===== src/rtl/rf_write_queue.sv =====
// Register-file write-back queue: two request ports feed a DEPTH-entry FIFO that drains
// one write per cycle into the 3R1W register RAM. Optional read bypass via `RF_WQ_FWD_EN.
module rf_write_queue #(
    parameter int WIDTH = 32,
    parameter int DEPTH = 4
) (
    input  logic                       clk,
    input  logic                       rst,
    input  logic                       wr0_valid,
    output logic                       wr0_ready,
    input  logic [4:0]                 wr0_addr,
    input  logic [WIDTH-1:0]           wr0_data,
    input  logic                       wr1_valid,
    output logic                       wr1_ready,
    input  logic [4:0]                 wr1_addr,
    input  logic [WIDTH-1:0]           wr1_data,
    output logic                       ram_we,
    output logic [4:0]                 ram_addrw,
    output logic [WIDTH-1:0]           ram_din,
    input  logic [4:0]                 fwd_addr0,
    input  logic [4:0]                 fwd_addr1,
    input  logic [4:0]                 fwd_addr2,
    output logic                       fwd_hit0,
    output logic                       fwd_hit1,
    output logic                       fwd_hit2,
    output logic [WIDTH-1:0]           fwd_data0,
    output logic [WIDTH-1:0]           fwd_data1,
    output logic [WIDTH-1:0]           fwd_data2,
    output logic [$clog2(DEPTH+1)-1:0] count
);
    localparam int PW = $clog2(DEPTH);
    localparam int CW = $clog2(DEPTH+1);

    logic [PW-1:0]    head_q, head_d;
    logic [PW-1:0]    tail_q, tail_d;
    logic [PW-1:0]    tail_plus;
    logic [CW-1:0]    count_q, count_d;
    logic [DEPTH-1:0] valid_q, valid_d;
    logic [4:0]       addr_mem [DEPTH];
    logic [WIDTH-1:0] data_mem [DEPTH];

    logic push0, push1, pop;

    // Readiness looks only at registered occupancy so it never chains through valid or pop.
    assign wr0_ready = (count_q <= CW'(DEPTH - 1));
    assign wr1_ready = (count_q <= CW'(DEPTH - 2));

    // r0 is hardwired, so accepted writes to it complete without taking a slot.
    assign push0 = wr0_valid && wr0_ready && (wr0_addr != 5'd0);
    assign push1 = wr1_valid && wr1_ready && (wr1_addr != 5'd0);
    assign pop   = (count_q != '0);

    assign tail_plus = tail_q + PW'(push0);

    always_comb begin
        head_d  = head_q + PW'(pop);
        tail_d  = tail_plus + PW'(push1);
        count_d = count_q + CW'(push0) + CW'(push1) - CW'(pop);
        valid_d = valid_q;
        if (pop)   valid_d[head_q]    = 1'b0;
        if (push0) valid_d[tail_q]    = 1'b1;
        if (push1) valid_d[tail_plus] = 1'b1;
    end

    always_ff @(posedge clk) begin
        if (rst) begin
            head_q  <= '0;
            tail_q  <= '0;
            count_q <= '0;
            valid_q <= '0;
        end else begin
            head_q  <= head_d;
            tail_q  <= tail_d;
            count_q <= count_d;
            valid_q <= valid_d;
        end
    end

    // Payload storage carries no reset; entry validity is tracked separately.
    always_ff @(posedge clk) begin
        if (push0) begin
            addr_mem[tail_q] <= wr0_addr;
            data_mem[tail_q] <= wr0_data;
        end
        if (push1) begin
            addr_mem[tail_plus] <= wr1_addr;
            data_mem[tail_plus] <= wr1_data;
        end
    end

    // Suppressing the write during reset keeps a flushed head from reaching the RAM.
    assign ram_we    = pop && !rst;
    assign ram_addrw = ram_we ? addr_mem[head_q] : 5'd0;
    assign ram_din   = ram_we ? data_mem[head_q] : '0;
    assign count     = count_q;

`ifdef RF_WQ_FWD_EN
    logic [4:0] fwd_addr_a [3];
    assign fwd_addr_a[0] = fwd_addr0;
    assign fwd_addr_a[1] = fwd_addr1;
    assign fwd_addr_a[2] = fwd_addr2;

    genvar gi;
    generate
        for (gi = 0; gi < 3; gi++) begin : g_fwd
            logic             hit;
            logic [WIDTH-1:0] data;
            logic [PW-1:0]    idx;
            // Scan oldest to youngest so the last match is the youngest pending write.
            always_comb begin
                hit  = 1'b0;
                data = '0;
                idx  = '0;
                for (int i = 0; i < DEPTH; i++) begin
                    idx = head_q + PW'(i);
                    if (valid_q[idx] && (fwd_addr_a[gi] != 5'd0) &&
                        (addr_mem[idx] == fwd_addr_a[gi])) begin
                        hit  = 1'b1;
                        data = data_mem[idx];
                    end
                end
            end
        end
    endgenerate

    assign fwd_hit0  = g_fwd[0].hit;
    assign fwd_hit1  = g_fwd[1].hit;
    assign fwd_hit2  = g_fwd[2].hit;
    assign fwd_data0 = g_fwd[0].data;
    assign fwd_data1 = g_fwd[1].data;
    assign fwd_data2 = g_fwd[2].data;
`else
    logic unused_fwd;
    assign unused_fwd = ^{fwd_addr0, fwd_addr1, fwd_addr2};
    assign fwd_hit0   = 1'b0;
    assign fwd_hit1   = 1'b0;
    assign fwd_hit2   = 1'b0;
    assign fwd_data0  = '0;
    assign fwd_data1  = '0;
    assign fwd_data2  = '0;
`endif

endmodule


===== config.mk =====
export PLATFORM = sky130hd
export DESIGN_NAME = rf_write_queue
export DESIGN_NICKNAME = d
export VERILOG_FILES = /design/src/rtl/rf_write_queue.sv
export SDC_FILE = /design/constraint.sdc
export NUM_CORES = 1
export LEC_CHECK = 0
export BUFFER_PORTS_ARGS = -buffer_cell sky130_fd_sc_hd__buf_2
export CAP_MARGIN = 20
export CORE_UTILIZATION = 40
export CTS_CLUSTER_SIZE = 12
export DETAILED_ROUTE_END_ITERATION = 10
export GPL_TIMING_DRIVEN = 0
export PLACE_DENSITY_LB_ADDON = 0.25
export SKIP_CTS_REPAIR_TIMING = 1
export SYNTH_ARGS = -nofsm -noshare
export SYNTH_HDL_FRONTEND = slang
export SYNTH_SLANG_ARGS = --single-unit

===== constraint.sdc =====
create_clock -name clk -period 4.44 [get_ports clk]
set_input_delay 0.222 -clock clk [delete_from_list [all_inputs] [get_ports clk]]
set_output_delay 0.222 -clock clk [all_outputs]
set_load 0.02 [all_outputs]

After elaboration in Yosys (flattened, before gate mapping). Memory sizes are Yosys's and may differ from the RTL's. A register that Yosys moved wholly into a read port is not among the register bits. Cells that the tools add are included.

Memories kept: 2. Bits in registers: 7. Output and inout port bits: 142. Memory bits (writable): 148. Input port bits: 93.

Reduce and logical (&&, ||, !) cells: 9. $lt $le $gt $ge: 2. Multiplexer cells: 8. Add/subtract/negate cells: 6.

Memories: data_mem (words 4, width 32, read ports 1, clocked after memory_dff 1, wr ports 2, line 40) `logic [WIDTH-1:0] data_mem [DEPTH];`; addr_mem (words 4, width 5, read ports 1, clocked after memory_dff 1, wr ports 2, line 39) `logic [4:0] addr_mem [DEPTH];`.

Operator list (count): 32-bit 2-to-1 mux (1); 5-bit nonzero test (2); 2-bit by 1-bit adder with 2-bit output (3); 3-bit by 1-bit adder with 3-bit output (2); 3-bit by 2-bit <= comparator with 1-bit output (second input constant) (2); 1-bit logical AND (5); 5-bit 2-to-1 mux (1); 1-bit 2-to-1 mux (4); 2-bit 2-to-1 mux (2); 3-bit nonzero test (1); 3-bit by 1-bit subtractor with 3-bit output (1); 1-bit logical NOT (1).

Depth between registers and ports, before layout.
Depth in word-level cells: 6. Mapped depth: 11.

Least setup slack after synthesis. No wires, ideal clock.

Path type: reg2reg. Start: register count_q[2], in the netlist count[2]. End: memory addr_mem[0][0] (enable). Arrival time: 3.454 ns. Setup time: 0.439 ns. Required time: 4.001 ns. Stages on the path, launching flop included: 12. Setup slack: 0.547 ns. Cell sequence: dfxtp_1 inv_1 ha_1 a31oi_1 o211ai_1 inv_1 ha_1 nand2b_1 nor3_1 buf_6 buf_6 o21bai_1.

RTL lines: start, declared (line 37) `logic [CW-1:0] count_q, count_d;`; start signal, assigned (line 74) `count_q <= count_d;`; end, declared (line 39).

==> reports/results.tsv <==
stage	metric	value	unit
grt	Total GRT Usage	0.180	
timing	Worst-Margin Slew	0.791	ns
grt	largest net degree at the start of global routing	23	
layout	Core Util, Final	0.503	
clock_tree	CTS tree	done	
timing	Final period util	0.760	
grt	grt ovf	0	
grt	number of global-route vias before repair	5160	
clock_tree	Clock transition at path regs	0.06	ns
power_and_ir_drop	peak supply drop	394	µV
timing	relative slew slack	0.472	
setup_path	slowest CP cell	dfxtp_1	
yosys	synth unique cells	29	
place	placed cells	1055	
die	# IOs	235	
die	Core Box Area	21200	µm²
layout	most common cell after layout, fill and taps aside	edfxtp_1	
clock_tree	Sinks on Clock Net	155	
setup_path	crit end category	flip-flop	
power_and_ir_drop	P_int	0.00408	W
power_and_ir_drop	switching share of power	0.344	
yosys	Syn Inst Count	558	
layout	Final nets	901	
detailed_routing	Final ANT Viol Nets	0	
setup_path	critical path cell sequence	inv_1 -> ha_1 -> a31oi_1 -> o211ai_1 -> buf_4 -> inv_1 -> ha_1 -> nand2b_1 -> nor3_1 -> buf_6 -> buf_6 -> o21bai_4 -> buf_12	
layout	share of post-route cells with drive strength above 1	0.574	
timing	final hold vios	0	
power_and_ir_drop	Leak	4.25	nW
setup_path	cell family with most CP delay	buffers and inverters	
yosys	Synth Warn #	0	
place	Cell Area, Placed	10100	µm²
layout	fillers	1828	
detailed_routing	drt pass-1 iters	4	
worst_hold_path	Hold Path Class	in2reg	
setup_path	CP max stage delay	0.37	ns
detailed_routing	final wirelength	19.4	mm
setup_path	maximum fanout along the worst path	22	
power_and_ir_drop	Reg power frac	0.361	
timing	post-route minimum period	3.37	ns
clock_tree	clk buf depth	2	
grt	global-route wire length before repair	28.9	mm
timing	setup TNS	0	ns
place	routability cong.	0.751	
yosys	Post-Syn Area	8660	µm²
layout	post-route cell area	10700	µm²
place	port bufs	120	
setup_path	Worst Path Arrival	3.49	ns
timing	RSZ-0062 raised after global routing	false	
power_and_ir_drop	final total power	0.00621	W
die	Die H	149	µm
yosys	sequential area share after synthesis	0.529	
clock_tree	clk_lat worst skew	0.43	ns
power_and_ir_drop	clock power share	0.218	
clock_tree	CTS root buffer	clkbuf_16	
layout	antenna diode count	0	
timing	Pins Over Slew Limit	0	
setup_path	Req. time, crit path	4.56	ns
place	HPWL Detailed	13.1	mm
die	initial core utilization	0.410	
power_and_ir_drop	Sw Pwr	0.00213	W
yosys	Avg Inst Size Synth	15.5	µm²
die	Die W	149	µm
setup_path	crit path launch type	flip-flop	
layout	most frequent cells in the layout	edfxtp_1, mux2_2, buf_2	
timing	Clock Skews	0.0114	ns
detailed_routing	DR DRC count	0	
layout	final cell count without fillers	1088	
detailed_routing	total number of vias	5141	
run	Max Cap Violations	0	
power_and_ir_drop	power density over cell area	583	nW/µm²
clock_tree	CTS H-Tree Depth	4	
setup_path	Bufs and invs on worst path	6	
die	Die ar.	22300	µm²
grt	initial antenna violation count	2	
detailed_routing	DR vias/cell	4.73	
run_status	status	complete, no violations	
clock_tree	Num CTS Buffers	17	
layout	P&R area growth vs syn	22.9	%
timing	fmax	296	MHz
yosys	flops & latches, synth	155	
setup_path	critical path class	reg2reg	
power_and_ir_drop	Logic pwr share	0.421	
detailed_routing	WL/cell	17.8	µm
timing	Final setup viols	0	
detailed_routing	DRT iter0 DRCs	317	
die	# rows	53	
## flip-flops by register name (all words and copies together) (netlist names)
| register | flops |
|---|---|
| data_mem | 128 |
| addr_mem | 20 |
| count | 3 |
| head_q | 2 |
| tail_q | 2 |
## worst reg2reg max path: cells and delay by family, from the launching register on
kind / cells / cell delay [ns]
buffers and inverters: 6 / 1.11
adders and majority gates: 2 / 0.43
and+or+nand+nor: 2 / 0.44
DFF: 1 / 0.37
AOI/OAI and AO/OA: 3 / 0.73
## power groups by stage
stage | clock network, W | registers [W] | logic, W
5_1_grt | 0.00143 | 0.00227 | 0.00283
4_1_cts | 0.00137 | 0.00225 | 0.00267
2_1_floorplan | 0 | 0.00228 | 0.00184
3_3_place_gp | 0 | 0.00232 | 0.00251
6_report | 0.00135 | 0.00224 | 0.00262
3_5_place_dp | 0 | 0.00228 | 0.00265
## cell usage after synthesis
| cell type | instances | area share |
|---|---|---|
| buf_6 | 12 | 0.016 |
| o22ai_2 | 1 | 0.0014 |
| or2_2 | 2 | 0.0014 |
| clkbuf_1 | 8 | 0.0035 |
| a31oi_1 | 1 | 0.00072 |
| and2_1 | 1 | 0.00072 |
| ha_1 | 6 | 0.0087 |
| conb_1 | 1 | 0.00043 |
| buf_2 | 8 | 0.0046 |
| inv_1 | 8 | 0.0035 |
| nor2_1 | 4 | 0.0017 |
| o21bai_1 | 4 | 0.0035 |
| mux4_2 | 37 | 0.096 |
| buf_4 | 99 | 0.086 |
| edfxtp_1 | 148 | 0.51 |
| nand3_1 | 1 | 0.00058 |
| nor3_1 | 4 | 0.0023 |
| mux2_2 | 144 | 0.19 |
| mux2_4 | 4 | 0.0069 |
| nand2b_1 | 4 | 0.0029 |
| fa_1 | 2 | 0.0046 |
| nand2_1 | 3 | 0.0013 |
| nor3b_1 | 1 | 0.00087 |
| dfxtp_1 | 7 | 0.016 |
| nor2b_1 | 40 | 0.029 |
| or4_1 | 2 | 0.0017 |
| xor2_1 | 2 | 0.0020 |
| o211ai_1 | 1 | 0.00087 |
| xnor2_1 | 3 | 0.0030 |
## stage by stage
step	worst slack, ns	hold slack, ns
CTS	0.760	0.0659
detailed placement	0.321	0.521
floorplan	0.547	0.294
global placement	-0.744	0.509
finish	1.07	0.0781
global route	0.762	0.0803
## cell type report
class / instances / area [µm²] / area share
Timing Repair Buffer: 125 / 688 / 0.0646
Sequential cell: 155 / 4580 / 0.430
Clock inverter: 15 / 115 / 0.0108
Inverter: 8 / 30.0 / 0.00282
Multi-Input combinational cell: 366 / 3510 / 0.330
Clock buffer: 17 / 425 / 0.0399
Tap cell: 275 / 344 / 0.0323
Buffer: 127 / 948 / 0.0891
## layer usage
metal  wire (µm)  global-route usage  up-vias
met5          26                   0        -
met2        9720               0.307      205
met1        8210               0.223     2513
met4         233              0.0556        4
met3        1210              0.0440       22
li1            -                   -     2397
## path summary, 6_finish.rpt
kind	from	to	slack, ns	cells past startpoint
setup reg to reg	count[2]	data_mem[2][2]	1.07	13
setup / recovery	count[2]	data_mem[2][2]	1.07	13
hold reg to reg	head_q[0]	head_q[0]	0.60	2
hold / removal	rst	count[0]	0.08	2
## cells by family after synthesis
family                   synth area share
other                            0.000433
buffers and inverters               0.113
AO/OA/AOI/OAI                     0.00650
multiplexers                        0.290
AND/OR/NAND/NOR                    0.0425
adder cells (fa/ha/maj)            0.0133
flip-flops                          0.529
XOR/XNOR                          0.00506
Power figures use the tool's default switching activity.
